<file path="src/rtl/dp_ram_arb_if.sv">
// Bus bundle for dp_ram_arb: the requester-side request/response signals and
// the single RAM port.
//
// Signals (directions as seen by the arbiter, modport "slave"):
//   req_valid_i [NREQ]       per-requester access request
//   req_we_i    [NREQ]       per-requester write enable (0 = read)
//   req_lock_i  [NREQ]       per-requester lock request
//   req_adr_i   [NREQ*AW]    packed addresses, requester k at [k*AW +: AW]
//   req_dat_i   [NREQ*DW]    packed write data, requester k at [k*DW +: DW]
//   req_ready_o [NREQ]       one-hot grant
//   rsp_valid_o [NREQ]       one-hot read-response strobe
//   rsp_dat_o   [DW]         shared read data
//   ram_cyc_o, ram_we_o      RAM cycle / write strobes
//   ram_adr_o   [AW]         RAM address
//   ram_dat_o   [DW]         RAM write data
//   ram_dat_i   [DW]         RAM read data, one cycle after a read cycle
// Modport "master" is the mirror image, used by whatever models the
// requesters and the RAM.
interface dp_ram_arb_if #(
    parameter int DPRAM_AW = 32,
    parameter int DPRAM_DW = 32,
    parameter int NREQ     = 4
);
    logic [NREQ-1:0]          req_valid_i;
    logic [NREQ-1:0]          req_we_i;
    logic [NREQ-1:0]          req_lock_i;
    logic [NREQ*DPRAM_AW-1:0] req_adr_i;
    logic [NREQ*DPRAM_DW-1:0] req_dat_i;
    logic [NREQ-1:0]          req_ready_o;
    logic [NREQ-1:0]          rsp_valid_o;
    logic [DPRAM_DW-1:0]      rsp_dat_o;
    logic                     ram_cyc_o;
    logic                     ram_we_o;
    logic [DPRAM_AW-1:0]      ram_adr_o;
    logic [DPRAM_DW-1:0]      ram_dat_o;
    logic [DPRAM_DW-1:0]      ram_dat_i;

    modport slave (
        input  req_valid_i, req_we_i, req_lock_i, req_adr_i, req_dat_i, ram_dat_i,
        output req_ready_o, rsp_valid_o, rsp_dat_o,
               ram_cyc_o, ram_we_o, ram_adr_o, ram_dat_o
    );

    modport master (
        output req_valid_i, req_we_i, req_lock_i, req_adr_i, req_dat_i, ram_dat_i,
        input  req_ready_o, rsp_valid_o, rsp_dat_o,
               ram_cyc_o, ram_we_o, ram_adr_o, ram_dat_o
    );
endinterface

</file>
<file path="src/rtl/dp_ram_arb.sv">
// Round-robin arbiter sharing one RAM port among NREQ requesters, with an
// optional per-requester lock that keeps the port reserved across accesses.
//
// Ports:
//   clk   rising-edge clock
//   rst   synchronous active-high reset
//   bus   dp_ram_arb_if.slave: request/grant, read response and RAM port
//
// States:
//   ST_ARB  | round-robin search from ptr_q, first valid requester wins
//   ST_LOCK | port reserved for lock_idx_q; nobody else is granted
module dp_ram_arb #(
    parameter int DPRAM_AW = 32,
    parameter int DPRAM_DW = 32,
    parameter int NREQ     = 4
) (
    input  logic        clk,
    input  logic        rst,
    dp_ram_arb_if.slave bus
);
    localparam int IW = (NREQ > 1) ? $clog2(NREQ) : 1;

    typedef enum logic {
        ST_ARB  = 1'b0,
        ST_LOCK = 1'b1
    } state_t;

    state_t          state_q, state_d;
    logic [IW-1:0]   ptr_q, ptr_d;
    logic [IW-1:0]   lock_idx_q, lock_idx_d;
    logic [IW-1:0]   gnt_idx;
    logic            gnt_any;
    logic [NREQ-1:0] gnt;
    logic [NREQ-1:0] rsp_valid_q;

    // Grant selection. The search walks priorities from lowest to highest so
    // the last hit (closest to ptr_q) wins without needing a loop break.
    always_comb begin
        int            sum;
        logic [IW-1:0] cand;
        sum     = 0;
        cand    = '0;
        gnt_any = 1'b0;
        gnt_idx = '0;
        if (!rst) begin
            if (state_q == ST_LOCK) begin
                if (bus.req_valid_i[lock_idx_q]) begin
                    gnt_any = 1'b1;
                    gnt_idx = lock_idx_q;
                end
            end else begin
                for (int i = NREQ - 1; i >= 0; i--) begin
                    sum = int'(ptr_q) + i;
                    if (sum >= NREQ) sum = sum - NREQ;
                    cand = IW'(sum);
                    if (bus.req_valid_i[cand]) begin
                        gnt_any = 1'b1;
                        gnt_idx = cand;
                    end
                end
            end
        end
        gnt = gnt_any ? (NREQ'(1) << gnt_idx) : '0;
    end

    always_comb begin
        bus.req_ready_o = gnt;
        bus.ram_cyc_o   = gnt_any;
        bus.ram_we_o    = gnt_any & bus.req_we_i[gnt_idx];
        bus.ram_adr_o   = bus.req_adr_i[int'(gnt_idx)*DPRAM_AW +: DPRAM_AW];
        bus.ram_dat_o   = bus.req_dat_i[int'(gnt_idx)*DPRAM_DW +: DPRAM_DW];
        // A response registered just before reset must not leak out while
        // reset is held, hence the combinational gate.
        bus.rsp_valid_o = rst ? '0 : rsp_valid_q;
        bus.rsp_dat_o   = bus.ram_dat_i;
    end

    always_comb begin
        state_d    = state_q;
        ptr_d      = ptr_q;
        lock_idx_d = lock_idx_q;
        if (gnt_any) begin
            ptr_d = (int'(gnt_idx) == NREQ - 1) ? '0 : gnt_idx + IW'(1);
            if (state_q == ST_ARB && bus.req_lock_i[gnt_idx]) begin
                state_d    = ST_LOCK;
                lock_idx_d = gnt_idx;
            end else if (state_q == ST_LOCK && !bus.req_lock_i[gnt_idx]) begin
                state_d = ST_ARB;
            end
        end
    end

    always_ff @(posedge clk) begin
        if (rst) begin
            state_q     <= ST_ARB;
            ptr_q       <= '0;
            lock_idx_q  <= '0;
            rsp_valid_q <= '0;
        end else begin
            state_q     <= state_d;
            ptr_q       <= ptr_d;
            lock_idx_q  <= lock_idx_d;
            rsp_valid_q <= gnt & ~bus.req_we_i;
        end
    end
endmodule

</file>
<file path="src/flat_wrapper.sv">
// flat-port wrapper written by rule: the top's interface ports become plain ports
module dp_ram_arb_flat 
#(
    parameter int DPRAM_AW = 32,
    parameter int DPRAM_DW = 32,
    parameter int NREQ     = 4
)
  (clk, rst, bus_req_valid_i, bus_req_we_i, bus_req_lock_i, bus_req_adr_i, bus_req_dat_i, bus_ram_dat_i, bus_req_ready_o, bus_rsp_valid_o, bus_rsp_dat_o, bus_ram_cyc_o, bus_ram_we_o, bus_ram_adr_o, bus_ram_dat_o);
  dp_ram_arb_if #(.DPRAM_AW(DPRAM_AW), .DPRAM_DW(DPRAM_DW), .NREQ(NREQ)) bus_i ();
  input  logic clk;
  input  logic rst;
  input wire logic [$bits(bus_i.req_valid_i)-1:0] bus_req_valid_i;
  input wire logic [$bits(bus_i.req_we_i)-1:0] bus_req_we_i;
  input wire logic [$bits(bus_i.req_lock_i)-1:0] bus_req_lock_i;
  input wire logic [$bits(bus_i.req_adr_i)-1:0] bus_req_adr_i;
  input wire logic [$bits(bus_i.req_dat_i)-1:0] bus_req_dat_i;
  input wire logic [$bits(bus_i.ram_dat_i)-1:0] bus_ram_dat_i;
  output wire logic [$bits(bus_i.req_ready_o)-1:0] bus_req_ready_o;
  output wire logic [$bits(bus_i.rsp_valid_o)-1:0] bus_rsp_valid_o;
  output wire logic [$bits(bus_i.rsp_dat_o)-1:0] bus_rsp_dat_o;
  output wire logic [$bits(bus_i.ram_cyc_o)-1:0] bus_ram_cyc_o;
  output wire logic [$bits(bus_i.ram_we_o)-1:0] bus_ram_we_o;
  output wire logic [$bits(bus_i.ram_adr_o)-1:0] bus_ram_adr_o;
  output wire logic [$bits(bus_i.ram_dat_o)-1:0] bus_ram_dat_o;
  assign bus_i.req_valid_i = bus_req_valid_i;
  assign bus_i.req_we_i = bus_req_we_i;
  assign bus_i.req_lock_i = bus_req_lock_i;
  assign bus_i.req_adr_i = bus_req_adr_i;
  assign bus_i.req_dat_i = bus_req_dat_i;
  assign bus_i.ram_dat_i = bus_ram_dat_i;
  assign bus_req_ready_o = bus_i.req_ready_o;
  assign bus_rsp_valid_o = bus_i.rsp_valid_o;
  assign bus_rsp_dat_o = bus_i.rsp_dat_o;
  assign bus_ram_cyc_o = bus_i.ram_cyc_o;
  assign bus_ram_we_o = bus_i.ram_we_o;
  assign bus_ram_adr_o = bus_i.ram_adr_o;
  assign bus_ram_dat_o = bus_i.ram_dat_o;
  dp_ram_arb #(.DPRAM_AW(DPRAM_AW), .DPRAM_DW(DPRAM_DW), .NREQ(NREQ)) u_core (.clk(clk), .rst(rst), .bus(bus_i));
endmodule
</file>
<file path="config.mk">
export PLATFORM = sky130hd
export DESIGN_NAME = dp_ram_arb_flat
export DESIGN_NICKNAME = d
export VERILOG_FILES = /design/src/rtl/dp_ram_arb_if.sv /design/src/rtl/dp_ram_arb.sv /design/src/flat_wrapper.sv
export SDC_FILE = /design/constraint.sdc
export NUM_CORES = 1
export LEC_CHECK = 0
export ABC_AREA = 1
export ABC_CLOCK_PERIOD_IN_PS = 2400
export BUFFER_PORTS_ARGS = -buffer_cell sky130_fd_sc_hd__clkbuf_2
export CAP_MARGIN = 20
export CORE_AREA = 8 8 151 153
export DETAILED_ROUTE_END_ITERATION = 16
export DIE_AREA = 0 0 159 161
export PLACE_DENSITY = 0.53
export SLEW_MARGIN = 20
export SYNTH_ARGS = -nofsm -noshare
export SYNTH_HDL_FRONTEND = slang
export SYNTH_SLANG_ARGS = --single-unit
</file>
<file path="constraint.sdc">
create_clock -name clk -period 2.4 [get_ports clk]
set_clock_uncertainty 0.1 [all_clocks]
set_input_delay 0 -clock clk [delete_from_list [all_inputs] [get_ports clk]]
set_output_delay 0 -clock clk [all_outputs]
set_load 0.02 [all_outputs]
</file>
After elaboration in Yosys (flattened, before gate mapping)
Cells that the tools add are included.
{ "totals": {"wordCells": 81, "regBits": 9, "output_inout_bits": 106} }
{ "op_classes": {"eq_ne": 1, "n_reduce_logical": 6, "addsub": 8, "muxes": 45, "magnitude_cmp": 10, "shifts": 3, "n_bitwise": 4} }
{ "op_table": {"columns": ["op", "n"], "rows": [
  ["128-bit by 8-bit variable part select with 32-bit output", 2],
  ["2-bit 2-to-1 mux", 20],
  ["2-bit by 3-bit < comparator with 1-bit output (second input constant)", 6],
  ["1-bit 2-to-1 mux", 16],
  ["1-bit binary-select mux with 2-bit select", 7],
  ["3-bit >= comparator (second input constant)", 3],
  ["4-bit 2-to-1 mux", 2],
  ["2-bit by 1-bit subtractor with 2-bit output (second input constant)", 4],
  ["2-bit by 2-bit adder with 3-bit output (second input constant)", 2],
  ["4-bit AND", 1],
  ["4-bit inverter", 1],
  ["2-bit AND reduction", 2],
  ["1-bit by 2-bit << shifter with 4-bit output (first input constant)", 1],
  ["2-bit by 1-bit adder with 3-bit output (second input constant)", 1],
  ["2-bit by 3-bit >= comparator with 1-bit output (second input constant)", 1],
  ["2-bit by 1-bit adder with 2-bit output (second input constant)", 1],
  ["2-bit by 1-bit == test with 1-bit output (second input constant)", 1],
  ["1-bit logical AND", 2],
  ["2-bit nonzero test", 1],
  ["1-bit AND", 1],
  ["1-bit logical NOT", 1],
  ["1-bit inverter", 1]
]} }

Depth between registers and ports, before layout
{ "depth": {"depth_word": 19, "ltp_mapped": 20} }

Worst setup path after synthesis
Ideal clock, no wire load.
{ "synth_timing": {"path_kind": "flip-flop to flip-flop", "start": "register u_core.ptr_q[0]", "end": "register u_core.state_q", "path_buffers": 3, "t_required_ps": 2230, "synth_period_minus_slack_ps": 2362, "path_stages_with_launch": 20, "setup_slack_ps": 38, "arrival_ps": 2192, "path_cell_list": "dfxtp_1 > buf_6 > nand2_1 > o21ai_1 > nand2_2 > nand3_2 > nand2_1 > nand2_1 > nand3_1 > nand2_2 > nand2_4 > buf_6 > buf_6 > o21ai_0 > nand2_1 > ha_1 > inv_1 > a31oi_1 > inv_1 > a21oi_1"} }
{ "synth_via": {"elab_chain_cells": 19} }
{ "synth_rtl": {"columns": ["item", "line_no", "rtl"], "rows": [
  ["start: declaration", "dp_ram_arb.sv:29", "logic [IW-1:0] ptr_q, ptr_d;"],
  ["start signal: assignment", "dp_ram_arb.sv:101", "ptr_q <= ptr_d;"],
  ["2-bit by 2-bit adder with 3-bit output", "dp_ram_arb.sv:53", "sum = int'(ptr_q) + i;"],
  ["3-bit >= comparator or 2-bit by 1-bit subtractor with 2-bit output (tied branches)", "dp_ram_arb.sv:54", "if (sum >= NREQ) sum = sum - NREQ;"],
  ["2-bit 2-to-1 mux", "dp_ram_arb.sv:54", null],
  ["2-bit 2-to-1 mux", "dp_ram_arb.sv:46", "if (state_q == ST_LOCK) begin"],
  ["2-bit 2-to-1 mux", "dp_ram_arb.sv:45", "if (!rst) begin"],
  ["1-bit binary-select mux with 2-bit select", "dp_ram_arb.sv:56", "if (bus.req_valid_i[cand]) begin"],
  ["1-bit 2-to-1 mux (not written as such)", "dp_ram_arb.sv:56", null],
  ["2-bit 2-to-1 mux (4 in a row)", "dp_ram_arb.sv:56", null],
  ["2-bit 2-to-1 mux", "dp_ram_arb.sv:46", null],
  ["2-bit 2-to-1 mux", "dp_ram_arb.sv:45", null],
  ["1-bit binary-select mux with 2-bit select", "dp_ram_arb.sv:84, dp_ram_arb.sv:87", null],
  ["1-bit 2-to-1 mux (not written as such)", "dp_ram_arb.sv:84, dp_ram_arb.sv:87", null],
  ["1-bit logical NOT", "dp_ram_arb.sv:87", "end else if (state_q == ST_LOCK && !bus.req_lock_i[gnt_idx]) begin"],
  ["1-bit logical AND", "dp_ram_arb.sv:87", null],
  ["2-bit nonzero test (no line)", null, null],
  ["2-bit AND reduction (no line)", null, null],
  ["end signal: assignment", "dp_ram_arb.sv:100", "state_q <= state_d;"],
  ["end: declaration", "dp_ram_arb.sv:28", "state_t state_q, state_d;"]
]} }
Parallel ways exist; a longest one is shown, timed or not. The select of a mux whose other input is x is not followed.
A chain may end at the register's enable or synchronous reset.

Worst setup path after layout
{ "layout_timing": {"start": "register u_core.ptr_q[0]", "end": "output bus_ram_adr_o[30]"} }
{ "layout_via": {"elab_chain_cells": 14} }
{ "layout_rtl": {"columns": ["item", "line_no", "rtl"], "rows": [
  ["2-bit by 2-bit adder with 3-bit output", "dp_ram_arb.sv:53", null],
  ["3-bit >= comparator or 2-bit by 1-bit subtractor with 2-bit output (tied branches)", "dp_ram_arb.sv:54", null],
  ["2-bit 2-to-1 mux", "dp_ram_arb.sv:54", null],
  ["2-bit 2-to-1 mux", "dp_ram_arb.sv:46", null],
  ["2-bit 2-to-1 mux", "dp_ram_arb.sv:45", null],
  ["1-bit binary-select mux with 2-bit select", "dp_ram_arb.sv:56", null],
  ["1-bit 2-to-1 mux (not written as such)", "dp_ram_arb.sv:56", null],
  ["2-bit 2-to-1 mux (3 in a row)", "dp_ram_arb.sv:56", null],
  ["2-bit 2-to-1 mux *", "dp_ram_arb.sv:56", null],
  ["2-bit 2-to-1 mux *", "dp_ram_arb.sv:46", null],
  ["2-bit 2-to-1 mux *", "dp_ram_arb.sv:45", null],
  ["128-bit by 8-bit variable part select with 32-bit output *", "dp_ram_arb.sv:70", "bus.ram_adr_o = bus.req_adr_i[int'(gnt_idx)*DPRAM_AW +: DPRAM_AW];"],
  ["end: declaration", "flat_wrapper.sv:23", "output wire logic [$bits(bus_i.ram_adr_o)-1:0] bus_ram_adr_o;"]
]} }
Every way passes the cells marked *; elsewhere a longest branch is shown, timed or not. The select of a mux whose other input is x is not followed.

==> impl_metrics.yaml <==
outcome:
  status: "finished, violations left"
  violations: "setup timing"
synth:
  synth_top_family_by_area: "buffers and inverters"
  synth.distinct_cells: 24
  syn_inst: 666
  ys_warn_count: 0
  synth.cell_area_um2: 3520
  syn_nets: 973
  synth_seq_cells: 9
  synth.area.mux_share_pct: 0
  synthSimpleGateAreaFrac_pct: 28.9
  synthXorXnorAreaFrac_pct: 0
  syn_avg_cell_area_um2: 5.29
  synth_fa_ha_area_share_pct: 1.77
  synth-seq-area-share_pct: 5.11
  synth_compound_area_share_pct: 30.9
layout:
  finish.utilization_pct: 31.4
  area_growth_pct: 83.2
  nets: 1329
  multiInputGateArea_um2: 2300
  seq_area_um2: 188
  drive_gt1_share_pct: 42.5
  fill_cells: 2296
  diodes: 0
  design_area_um2: 6460
cts:
  cts_tree: "yes"
  clkTransAtPathRegs_ps: 40
  h-tree-depth: 1
  worstSkewPairLatency_ps: 230
  ctsRootBufferMaster: "clkbuf_16"
  cts_num_sinks: 9
  cts_buffers: 3
  clock_path_buffers: 2
global_route:
  grt.total_usage_pct: 13.0
  gr-total-overflow: 0
  grt_max_degree: 42
  grt_pass1_vias: 5359
  grt_pass1_wl_um: 28200
  antenna_found_initial: 0
critical_path:
  critPathLaunchType: "flip-flop"
  r2r_slack_ps: 30
  path_max_fanout: 21
  worstPathArrival_ps: 2330
  endpoint_kind: "primary output"
  required_ps: 2300
  r2r_cells: 17
  path_class: "reg -> out"
power_and_ir_drop:
  pwr_density_cell_nw_per_um2: 1460
  p_leak_nw: 3.95
  peakVddDrop_uv: 652
detailed_routing:
  first_iter_violations: 372
  wl_per_cell_um: 15.3
  vias: 5348
  firstDrtPassIters: 4
  vias_per_cell: 4.13
  drcViolationCount: 0
  wirelength_um: 19800
  antenna_left: 0
placed_design:
  port_buffers: 343
  place_area_um2: 5320
  detailed_place_hpwl_um: 14300
  place_ws_ps: 19.6
  gp_congestion: 0.849
timing:
  fin_crit_ps: 2430
  relSlewSlack_pct: 76.9
  rsz0062_at_grt: "yes"
  hold_viol: 0
  timing.fmax_mhz: 411
  period_share_pct: 101
  tightest_slew_ps: 345
  maxSlewViolCount: 0
  timing.final.ws_setup_ps: -31.5
  setup_violations: 3
floorplan:
  die_w_um: 159
  start_util_pct: 17.1
  fp-row-count: 53
  die_y_um: 161
  die_area_um2: 25600
  ioPinCount: 408
  core_um2: 20600
hold_path:
  hold_class: "in -> reg"
  hold_path_depth: 7
run:
  maxCapViolations: 0
-- placed cells by master, fill, tap and decap left out, types with 2 or more instances in the layout --
| master | instances |
|---|---|
| clkbuf_16 | 8 |
| nand2_1 | 219 |
| o21ai_0 | 4 |
| buf_6 | 20 |
| inv_2 | 7 |
| dfxtp_4 | 2 |
| clkbuf_8 | 3 |
| buf_12 | 7 |
| ha_1 | 4 |
| buf_2 | 22 |
| a21oi_2 | 4 |
| inv_1 | 155 |
| dlygate4sd3_1 | 37 |
| buf_4 | 39 |
| buf_16 | 5 |
| nand3_1 | 6 |
| a21oi_1 | 7 |
| clkbuf_2 | 287 |
| o211ai_1 | 129 |
| o21ai_2 | 2 |
| nand2_2 | 10 |
| dfxtp_1 | 7 |
| nand3_2 | 5 |
| nand2_4 | 3 |
| buf_8 | 3 |
| nor3_1 | 4 |
| o21ai_4 | 3 |
| nor2_1 | 9 |
-- final timing paths --
| kind | startpoint | end |
|---|---|---|
| max | u_core.ptr_q[0] | bus_ram_adr_o[30] |
| min | bus_req_lock_i[1] | u_core.state_q |
| max reg2reg | u_core.ptr_q[0] | u_core.state_q |
| min reg2reg | u_core.ptr_q[1] | u_core.ptr_q[1] |
-- stage by stage --
step,setup TNS [ps],hold WS (ps),std cells,total power [mW]
after floorplan,0,-30.9,666,5.13
after global placement,0,-99.9,1234,7.22
after detailed placement,0,-99.9,1234,7.22
after CTS,-313,229,1284,8.38
after global routing,-5090,257,1296,10.2
final,-44.8,225,1296,9.42
-- metal layers --
metal  routed length (um)  GRT usage [%]
met1                 8140           15.0
met2                10200           25.0
met3                 1300           2.83
met4                  109          0.986
met5                    0              0
-- cell type report --
type | instances | area share [%]
Clock buffer | 4 | 1.22
Sequential cell | 9 | 2.91
Inverter | 164 | 9.57
Multi-Input combinational cell | 416 | 35.7
Timing Repair Buffer | 428 | 45.3
Tap cell | 275 | 5.33
-- kinds of logic after synthesis --
group | after synthesis
fa+ha+maj | 5
flops | 9
simple gates | 259
compound gates | 152
buf+inv | 241
-- cells in the mapped netlist --
cell type	count	area, um^2
nand4_1	1	6.26
o211ai_1	129	968
nand3_1	10	50.1
nand2_2	4	25.0
inv_1	159	597
buf_6	13	146
o21ai_1	5	25.0
inv_2	4	15.0
clkbuf_1	3	11.3
a21oi_2	1	8.76
ha_1	5	62.6
nand3b_1	1	7.51
o21ai_0	5	25.0
nor3_1	4	20.0
nand3_2	1	10.0
dfxtp_1	9	180
a21oi_1	11	55.1
buf_2	23	115
clkinv_1	1	3.75
buf_4	38	285
nand2_4	1	11.3
a31oi_1	1	6.26
nand2_1	228	856
nor2_1	9	33.8
-- timing repair --
item	4_1_cts	5_1_grt
buffers inserted	5	8
endpoints found under the setup margin	69	72
gates resized for setup	30	137
hold endpoints to repair	38	0
hold buffers	37	0
pin swaps	17	48
gates cloned	4	6
-- sequential cells by signal (all words and copies together), names as in the netlist --
signal / flops
u_core.state_q: 1
u_core.ptr_q: 2
u_core.rsp_valid_q: 4
u_core.lock_idx_q: 2
-- power breakdown --
| group | internal [mW] | switching (mW) | total [mW] |
|---|---|---|---|
| Sequential | 0.208 | 0.0541 | 0.262 |
| Combinational | 3.73 | 5.14 | 8.87 |
| Clock | 0.222 | 0.0701 | 0.292 |
| Total | 4.16 | 5.26 | 9.42 |
-- critical path, cell delays in order, from the launching register on --
cell      delay [ps]
dfxtp_4          400
buf_8            150
nand2_2           60
nand3_2           80
nand2_2           70
nand3_2           80
nand2_1           60
nand2_1           80
nand3_2           80
nand2_4          100
nand2_8           90
buf_16           160
buf_12           150
o211ai_1         260
nand2_1          110
buf_6            140
Power figures use the tool's default switching activity.
